[src/rtl/mdu_iter.sv]
// Iterative multiply/divide unit owning HI/LO: one bit per cycle shift-add multiply
// and restoring divide on magnitudes, with a final FIX cycle that restores signs.
module mdu_iter #(
  parameter int WIDTH = 32
) (
  input  logic             clk,
  input  logic             reset,
  input  logic             start,
  input  logic [2:0]       op,
  input  logic [WIDTH-1:0] a,
  input  logic [WIDTH-1:0] b,
  input  logic             hi_we,
  input  logic             lo_we,
  output logic             busy,
  output logic             done,
  output logic [WIDTH-1:0] hi,
  output logic [WIDTH-1:0] lo
);

  localparam int CW = (WIDTH > 1) ? $clog2(WIDTH) : 1;
  localparam logic [CW-1:0]      LAST_ITER = CW'(WIDTH - 1);
  localparam logic [CW-1:0]      ONE_C     = {{(CW-1){1'b0}}, 1'b1};
  localparam logic [WIDTH-1:0]   ONE_W     = {{(WIDTH-1){1'b0}}, 1'b1};
  localparam logic [2*WIDTH-1:0] ONE_2W    = {{(2*WIDTH-1){1'b0}}, 1'b1};

  typedef enum logic [1:0] {
    S_IDLE = 2'd0,
    S_ITER = 2'd1,
    S_FIX  = 2'd2
  } state_e;

  state_e               state_q, state_d;
  logic [CW-1:0]        cnt_q, cnt_d;
  logic [2:0]           op_q, op_d;
  logic [WIDTH-1:0]     a_q, a_d;
  logic [WIDTH-1:0]     mb_q, mb_d;
  logic                 sa_q, sa_d, sb_q, sb_d;
  logic [2*WIDTH-1:0]   acc_q, acc_d;
  logic [WIDTH-1:0]     ph_q, ph_d, pl_q, pl_d;
  logic [WIDTH-1:0]     hi_q, hi_d, lo_q, lo_d;
  logic                 busy_q, busy_d, done_q, done_d;

  function automatic logic [WIDTH-1:0] neg_w(input logic [WIDTH-1:0] x);
    return ~x + ONE_W;
  endfunction

  function automatic logic [2*WIDTH-1:0] neg_2w(input logic [2*WIDTH-1:0] x);
    return ~x + ONE_2W;
  endfunction

  function automatic logic [WIDTH-1:0] magnitude(input logic [WIDTH-1:0] x, input logic is_signed);
    if (is_signed && x[WIDTH-1]) begin
      return neg_w(x);
    end else begin
      return x;
    end
  endfunction

  // ph holds the running high half (mult) or partial remainder (div); pl holds multiplier / quotient.
  logic               is_div_s, is_mac_s;
  logic [WIDTH:0]     mul_sum_s, div_sh_s;
  logic               div_ge_s;
  logic [WIDTH-1:0]   div_diff_s;
  logic [2*WIDTH-1:0] prod_s, mac_s;
  logic [WIDTH-1:0]   quot_s, rem_s, res_hi_s, res_lo_s;

  assign is_div_s   = ~op_q[2] & op_q[1];
  assign is_mac_s   = op_q[2];
  assign mul_sum_s  = {1'b0, ph_q} + (pl_q[0] ? {1'b0, mb_q} : {(WIDTH+1){1'b0}});
  assign div_sh_s   = {ph_q, pl_q[WIDTH-1]};
  assign div_ge_s   = div_sh_s >= {1'b0, mb_q};
  assign div_diff_s = div_sh_s[WIDTH-1:0] - mb_q;
  assign prod_s     = (sa_q ^ sb_q) ? neg_2w({ph_q, pl_q}) : {ph_q, pl_q};
  assign mac_s      = op_q[1] ? (acc_q - prod_s) : (acc_q + prod_s);
  assign quot_s     = (sa_q ^ sb_q) ? neg_w(pl_q) : pl_q;
  assign rem_s      = sa_q ? neg_w(ph_q) : ph_q;

  // Final HI/LO value selected in the FIX cycle.
  always_comb begin
    res_hi_s = prod_s[2*WIDTH-1:WIDTH];
    res_lo_s = prod_s[WIDTH-1:0];
    if (is_div_s) begin
      if (mb_q == {WIDTH{1'b0}}) begin
        res_hi_s = a_q;
        res_lo_s = {WIDTH{1'b1}};
      end else begin
        res_hi_s = rem_s;
        res_lo_s = quot_s;
      end
    end else if (is_mac_s) begin
      res_hi_s = mac_s[2*WIDTH-1:WIDTH];
      res_lo_s = mac_s[WIDTH-1:0];
    end else begin
      res_hi_s = prod_s[2*WIDTH-1:WIDTH];
      res_lo_s = prod_s[WIDTH-1:0];
    end
  end

  // Next-state and datapath update.
  always_comb begin
    state_d = state_q;
    cnt_d   = cnt_q;
    op_d    = op_q;
    a_d     = a_q;
    mb_d    = mb_q;
    sa_d    = sa_q;
    sb_d    = sb_q;
    acc_d   = acc_q;
    ph_d    = ph_q;
    pl_d    = pl_q;
    hi_d    = hi_q;
    lo_d    = lo_q;
    busy_d  = busy_q;
    done_d  = 1'b0;
    case (state_q)
      S_IDLE: begin
        busy_d = 1'b0;
        // MTHI/MTLO win over start; a coinciding start is dropped.
        if (hi_we || lo_we) begin
          if (hi_we) hi_d = a; else hi_d = hi_q;
          if (lo_we) lo_d = a; else lo_d = lo_q;
          state_d = S_IDLE;
        end else if (start) begin
          state_d = S_ITER;
          cnt_d   = {CW{1'b0}};
          op_d    = op;
          a_d     = a;
          mb_d    = magnitude(b, ~op[0]);
          sa_d    = ~op[0] & a[WIDTH-1];
          sb_d    = ~op[0] & b[WIDTH-1];
          acc_d   = {hi_q, lo_q};
          ph_d    = {WIDTH{1'b0}};
          pl_d    = magnitude(a, ~op[0]);
          busy_d  = 1'b1;
        end else begin
          state_d = S_IDLE;
        end
      end
      S_ITER: begin
        cnt_d = cnt_q + ONE_C;
        if (is_div_s) begin
          ph_d = div_ge_s ? div_diff_s : div_sh_s[WIDTH-1:0];
          pl_d = {pl_q[WIDTH-2:0], div_ge_s};
        end else begin
          ph_d = mul_sum_s[WIDTH:1];
          pl_d = {mul_sum_s[0], pl_q[WIDTH-1:1]};
        end
        if (cnt_q == LAST_ITER) state_d = S_FIX; else state_d = S_ITER;
      end
      S_FIX: begin
        hi_d    = res_hi_s;
        lo_d    = res_lo_s;
        done_d  = 1'b1;
        busy_d  = 1'b0;
        state_d = S_IDLE;
      end
      default: begin
        state_d = S_IDLE;
        busy_d  = 1'b0;
      end
    endcase
  end

  // State and datapath registers.
  always_ff @(posedge clk) begin
    if (reset) begin
      state_q <= S_IDLE;
      cnt_q   <= {CW{1'b0}};
      op_q    <= 3'd0;
      a_q     <= {WIDTH{1'b0}};
      mb_q    <= {WIDTH{1'b0}};
      sa_q    <= 1'b0;
      sb_q    <= 1'b0;
      acc_q   <= {(2*WIDTH){1'b0}};
      ph_q    <= {WIDTH{1'b0}};
      pl_q    <= {WIDTH{1'b0}};
      hi_q    <= {WIDTH{1'b0}};
      lo_q    <= {WIDTH{1'b0}};
      busy_q  <= 1'b0;
      done_q  <= 1'b0;
    end else begin
      state_q <= state_d;
      cnt_q   <= cnt_d;
      op_q    <= op_d;
      a_q     <= a_d;
      mb_q    <= mb_d;
      sa_q    <= sa_d;
      sb_q    <= sb_d;
      acc_q   <= acc_d;
      ph_q    <= ph_d;
      pl_q    <= pl_d;
      hi_q    <= hi_d;
      lo_q    <= lo_d;
      busy_q  <= busy_d;
      done_q  <= done_d;
    end
  end

  assign busy = busy_q;
  assign done = done_q;
  assign hi   = hi_q;
  assign lo   = lo_q;

endmodule

[config.mk]
export PLATFORM = sky130hd
export DESIGN_NAME = mdu_iter
export DESIGN_NICKNAME = d
export VERILOG_FILES = /design/src/rtl/mdu_iter.sv
export SDC_FILE = /design/constraint.sdc
export NUM_CORES = 1
export LEC_CHECK = 0
export ABC_AREA = 0
export BUFFER_PORTS_ARGS = -buffer_cell sky130_fd_sc_hd__buf_2
export CAP_MARGIN = 5
export CORE_MARGIN = 1
export CORE_UTILIZATION = 40
export DETAILED_ROUTE_END_ITERATION = 16
export GPL_TIMING_DRIVEN = 1
export PLACE_DENSITY = 0.57
export SETUP_SLACK_MARGIN = 0.05
export SLEW_MARGIN = 5
export SYNTH_ARGS = -nofsm -noshare
export SYNTH_HDL_FRONTEND = slang
export SYNTH_SLANG_ARGS = --single-unit
[constraint.sdc]
create_clock -name clk -period 7.45 [get_ports clk]
set_input_delay 1.49 -clock clk [delete_from_list [all_inputs] [get_ports clk]]
set_output_delay 1.49 -clock clk [all_outputs]
set_load 0.02 [all_outputs]
After elaboration in Yosys (flattened, before gate mapping)

Index checks and enable logic that the tools add are counted.
W data, S select, Z words.

Flip-flop bits (word level): 270
Input bits: 72
Output and inout port bits: 66
Word-level logic and storage cells: 95

Add/subtract/negate cells: 10
Order comparisons: 1
Equality and inequality tests: 8
Multiplexer cells: 39
Bitwise gates (word level): 12
Reduce and logical (&&, ||, !) cells: 11

Operators by type and width:

| operator                | count |
|---|---|
| $mux W32                | 22 |
| $pmux W32 S2            | 4 |
| $add A32 B1 Y32 const B | 4 |
| $mux W64                | 2 |
| $not A32 Y32            | 4 |
| $add A64 B1 Y64 const B | 1 |
| $add A64 B64 Y64        | 1 |
| $not A64 Y64            | 1 |
| $sub A64 B64 Y64        | 1 |
| $add A32 B32 Y33        | 1 |
| $ge A33 B32 Y1          | 1 |
| $logic_not A32 Y1       | 1 |
| $sub A32 B32 Y32        | 1 |
| $reduce_and A3 Y1       | 4 |
| $mux W5                 | 2 |
| $ne A2 B2 Y1 const B    | 5 |
| $pmux W5 S2             | 1 |
| $add A5 B1 Y5 const B   | 1 |
| $eq A5 B5 Y1 const B    | 1 |
| $mux W1                 | 5 |
| $pmux W2 S2             | 1 |
| $reduce_bool A2 Y1      | 2 |
| $and A1 B1 Y1           | 3 |
| $not A1 Y1              | 3 |
| 8 further kinds         | 9 |

Logic depth before layout (Yosys ltp)

Depth after elaboration: 8
Depth in mapped cells: 29
Mapped depth without buffers: 25

Worst setup path after synthesis

OpenSTA, ideal clock, no wires.

Kind: register -> register
Start point: register pl_q[0]
End point: register hi_q[24], in the netlist hi[24]
Setup time: 0.123 ns
Data arrival time: 6.143 ns
Data required time: 7.327 ns
Path slack: 1.184 ns
Stages on the path, launching flop included: 29
Buffers on the path: 4
Period minus slack after synthesis: 6.266 ns
Cells stage by stage: dfxtp_1 buf_2 inv_1 buf_1 ha_1 or4b_1 nor4_1 buf_2 a31oi_1 or4_1 a21oi_1 nand3b_1 nor2b_1 a31oi_1 nor2_1 xnor2_1 ha_1 clkbuf_1 a21o_1 a21o_1 a21oi_1 o21ai_0 a21oi_1 nand2_1 a41oi_1 o21ai_0 o41ai_1 mux2i_1 o21ai_0

Cells in the longest elaborated chain, start to end: 8
Elaborated cells on any way between the ends: 9
Those cells by class: add/sub: 3; mux: 5; bitwise: 1

Ends and longest elaborated chain:

| element                                                     | RTL line | RTL |
|---|---|---|
| from (decl)                                                 | 39       | `logic [WIDTH-1:0] ph_q, ph_d, pl_q, pl_d;` |
| from (signal assigned)                                      | 176      | `pl_q <= {WIDTH{1'b0}};` |
| from (signal assigned)                                      | 191      | `pl_q <= pl_d;` |
| $not A64 Y64                                                | 48       | `return ~x + ONE_2W;` |
| $add A64 B1 Y64                                             | 48       |  |
| $mux W64 (*)                                                | 73       | `assign prod_s = (sa_q ^ sb_q) ? neg_2w({ph_q, pl_q}) : {ph_q, pl_q};` |
| $add A64 B64 Y64 / $sub A64 B64 Y64 (equally long branches) | 74       | `assign mac_s = op_q[1] ? (acc_q - prod_s) : (acc_q + prod_s);` |
| $mux W64                                                    | 74       |  |
| $mux W32 (*)                                                | 90       | `end else if (is_mac_s) begin` |
| $mux W32 (*)                                                | 82       | `if (is_div_s) begin` |
| $pmux W32 S2 (*)                                            | 115      | `case (state_q)` |
| to (signal assigned)                                        | 177      | `hi_q <= {WIDTH{1'b0}};` |
| to (signal assigned)                                        | 192      | `hi_q <= hi_d;` |
| to (decl)                                                   | 40       | `logic [WIDTH-1:0] hi_q, hi_d, lo_q, lo_d;` |

Mark *: on every way between the ends. The rest lies on a longest branch, timed or not.
A chain may end at the register's enable or synchronous reset.

Final worst setup path

Start point: register pl_q[22]
End point: register hi_q[31], in the netlist hi[31]

The elaborated chain is that of the path after synthesis.

==> run summary <==
In the final design database the tool counted 3495 nets. The H-tree generated during clock tree synthesis spans 2 levels. The port buffer count is 137. The post-cts sizing count came out at 0.

The least setup slack across all paths after layout came out at 0.490 ns. The die span in y came out at 246 um. The post-layout minimum cycle time is 6.96 ns.

The slew at the pin with the worst max-slew slack is 1.20 ns. The final antenna-violating net count is 0. TritonCTS built the clock tree. The portion of the clock cycle consumed by the worst path in the final layout is 93.4%. The number of violations of the max-capacitance limit is 0. The floorplan has 89 rows. After clock tree synthesis, the clock-pin slew on the worst setup and hold paths is 0.07 ns. The initial antenna violation count came out at 1.

The total CTS buffers is 36. The routability congestion estimate from global placement came out at 0.953. The area enclosed by the die boundary came out at 0.0607 mm^2.

The worst slack at placement came out at 0.707 ns. The wire length after detailed routing is 98700 um. The total I/O pin count is 138. The total iterations of the first detailed-routing run is 6. The maximum count of clock buffers along a single path is 3.

The maximum frequency from static timing analysis came out at 144 MHz. The required time at the endpoint of the critical path came out at 7.87 ns. In this run the worst path has a maximum fanout of 13.

The worst setup path is launched from a flip-flop. The sink count of the clock tree is 269. The critical path is of the flip-flop to flip-flop type. The class of the most critical hold timing path is flip-flop to flip-flop. The insertion delay to the later sink of the worst-skew pair is 0.57 ns. Setup violations remaining at the end of the flow were counted as 0. The per-cell via count in the routed design is 6.18.

After clock tree synthesis, the flow added hold-fix buffers numbering 0. Across all layers, the routed design uses 25200 vias. The routed wirelength normalized by instance count came out at 24.2 um. The number of enable-type register cells in the synthesized netlist came out at 0. The hold violation total from the final report was 0. The synthesis-to-layout area growth is 9.63%. Power spread over the standard cell area amounts to 189 mW/mm^2. The worst voltage drop across the vdd grid is 0.191 mV.

The initial standard-cell utilization of the core came out at 40.5%. The number of max-slew violations in the final report is 0. The synthesized flop and latch total came out at 269. The width of the die is 246 um. The first-pass GRT wire length came out at 147000 um. The most used flip-flop cell after synthesis is sky130_fd_sc_hd__dfxtp_1. The final antenna diode count is 0. Measured against its own limit, the worst slew margin works out to 19.9%. Post-CTS timing repair inserted 0 buffers for setup.

The flow ran to the end, and the final reports show no timing, DRC or antenna violations. The post-synthesis cell area is 0.0239 mm^2. The non-filler instance count after layout is 4086. The number of warnings issued by yosys is 0. In this run the static leakage power is 10.3 nW.

The placeable core area is 0.0590 mm^2. The remaining design rule violation count is 0. The number of global-route vias before repair is 23100.

The fraction of registers with async set/reset is 0%. The root buffer cell chosen for the clock tree is sky130_fd_sc_hd__clkbuf_16. In the synthesized netlist, the number of instances is 3307. The kind of end point of the critical path is a flip-flop. The data arrival time of the critical path came out at 7.38 ns.

The portion of the post-synthesis area used by sequential elements is 22.5%. The count of placed standard cells including taps came out at 4021. The sum of overflow across all layers after global routing is 0. The total half-perimeter wirelength after legalization and detailed placement came out at 73700 um. The total nets after synthesis came out at 3516.

The accumulated negative setup slack came out at 0 ns. Across every metal layer, demand over resource in global routing totals 31.8%. Entering global routing, the biggest net connects 86 pins. The setup clock skew after layout is 0.0277 ns. The fraction of layout cells with a size suffix above 1 is 9.60%. Setup repair after global routing left no endpoint under its margin. The number of DRC markers after the initial detailed-route iteration came out at 2677. The number of distinct library cell variants in the gate-level netlist after synthesis is 99. In this run the mean area of a mapped cell was 7.23 um^2.
-- metrics by stage --
step	hold WS, ns	cell area [um^2]	power, mW	utilization, %
2_1_floorplan	0.436	23900	2.65	-
3_3_place_gp	0.443	25000	3.08	42.3
3_5_place_dp	0.447	25000	3.09	42.3
6_report	0.454	26200	4.95	44.4
5_1_grt	0.475	26200	5.16	44.4
4_1_cts	0.455	26200	4.96	44.4
-- layer usage --
layer | global-route usage, % | wire [um] | vias to the layer above
li1 | - | - | 12000
met1 | 46.4 | 46100 | 12100
met2 | 46.9 | 41200 | 1083
met3 | 3.89 | 7460 | 143
met4 | 12.4 | 3940 | 0
met5 | 0 | 0 | -
-- sequential cells by signal, indices dropped and copies added, names as in the netlist --
name     cells
done         1
lo          32
hi          32
cnt_q        5
a_q         32
sb_q         1
state_q      2
ph_q        32
busy         1
acc_q       64
mb_q        32
sa_q         1
pl_q        32
op_q         2
-- cells in the mapped netlist, drive strengths merged (15+ instances only) --
library cell / number / area share [%]
dfxtp: 269 / 23
mux2i: 22 / 0.92
clkbuf: 202 / 3.3
o211ai: 31 / 1.0
nor4: 47 / 1.4
nand4: 34 / 0.92
inv: 83 / 1.3
nor2b: 19 / 0.50
nor3: 77 / 1.7
a221oi: 23 / 0.84
o21a: 24 / 0.75
o21bai: 15 / 0.47
or4: 16 / 0.52
a22oi: 33 / 1.0
or3: 22 / 0.62
a21o: 68 / 2.1
a211oi: 108 / 3.4
o31ai: 22 / 0.69
nor2: 331 / 5.2
a21oi: 358 / 7.5
ha: 134 / 7.0
nand2b: 34 / 0.89
and2: 18 / 0.48
xor2: 173 / 6.3
nand3: 44 / 0.92
a311oi: 33 / 1.2
a31oi: 43 / 1.1
xnor2: 146 / 5.3
o21ai: 178 / 3.7
buf: 38 / 1.0
and3: 17 / 0.45
nand2: 452 / 7.1
-- final timing paths --
check | from | end | slack [ns] | cells after the start
setup reg to reg | pl_q[22] | hi[31] | 0.49 | 21
hold / removal | a_q[9] | a_q[9] | 0.45 | 2
hold reg to reg | a_q[9] | a_q[9] | 0.45 | 2
setup / recovery | pl_q[22] | hi[31] | 0.49 | 21
-- worst max-delay path: stages (launching register included) --
cell	delay, ns
sky130_fd_sc_hd__dfxtp_1	0.45
sky130_fd_sc_hd__or4_1	0.79
sky130_fd_sc_hd__nand4b_2	0.46
sky130_fd_sc_hd__nor4_2	0.76
sky130_fd_sc_hd__a211oi_1	0.28
sky130_fd_sc_hd__nor4b_4	0.39
sky130_fd_sc_hd__nand4_2	0.20
sky130_fd_sc_hd__nor3_2	0.45
sky130_fd_sc_hd__a31oi_1	0.17
sky130_fd_sc_hd__xor2_1	0.18
sky130_fd_sc_hd__ha_1	0.40
sky130_fd_sc_hd__a21oi_1	0.23
sky130_fd_sc_hd__o21ai_0	0.27
sky130_fd_sc_hd__a21o_1	0.24
sky130_fd_sc_hd__a21oi_1	0.24
sky130_fd_sc_hd__nor3_1	0.10
sky130_fd_sc_hd__nand3_1	0.10
sky130_fd_sc_hd__nand2_1	0.10
sky130_fd_sc_hd__o21ai_0	0.52
sky130_fd_sc_hd__o21ai_0	0.22
sky130_fd_sc_hd__xnor2_1	0.17
sky130_fd_sc_hd__o32ai_1	0.09
-- logic make-up (layout without fill, tap and decap cells) --
| kind of cell | after synthesis | after routing | share of synthesized area, % |
|---|---|---|---|
| simple gates | 1152 | 1152 | 22.2 |
| compound gates | 1079 | 1079 | 29.4 |
| buf+inv | 326 | 332 | 5.77 |
| xor+xnor | 319 | 319 | 11.7 |
| flops | 269 | 269 | 22.5 |
| fa+ha+maj | 137 | 137 | 7.27 |
| mux | 25 | 25 | 1.06 |
-- final cells by class --
class | instances | area [um^2]
well taps | 773 | 967
inverters | 83 | 312
flip-flops and latches | 269 | 5390
clock buffers | 49 | 1070
multi-input cells | 2712 | 17200
fillers | 6083 | 32800
repair buffers | 184 | 1050
clock inverters | 16 | 176
-- power by group --
part           total [mW]  internal [mW]  leakage (nW)  switching, mW
Clock                1.86           1.12         0.623          0.741
Combinational        1.50          0.521          7.44          0.979
Sequential           1.60           1.50          2.19         0.0950
Total                4.95           3.14          10.3           1.82
-- cell usage in the layout (no fill, tap or decap), drive strengths merged, types with 34 or more instances in the layout --
cell type	count
nand2	452
xor2	173
nor4	47
nand2b	34
a21oi	358
a21o	68
a211oi	108
nor3	77
inv	85
buf	183
nor2	331
dfxtp	269
clkbuf	50
nand3	44
xnor2	146
a31oi	43
ha	134
nand4	34
o21ai	178
Power figures use the tool's default switching activity.
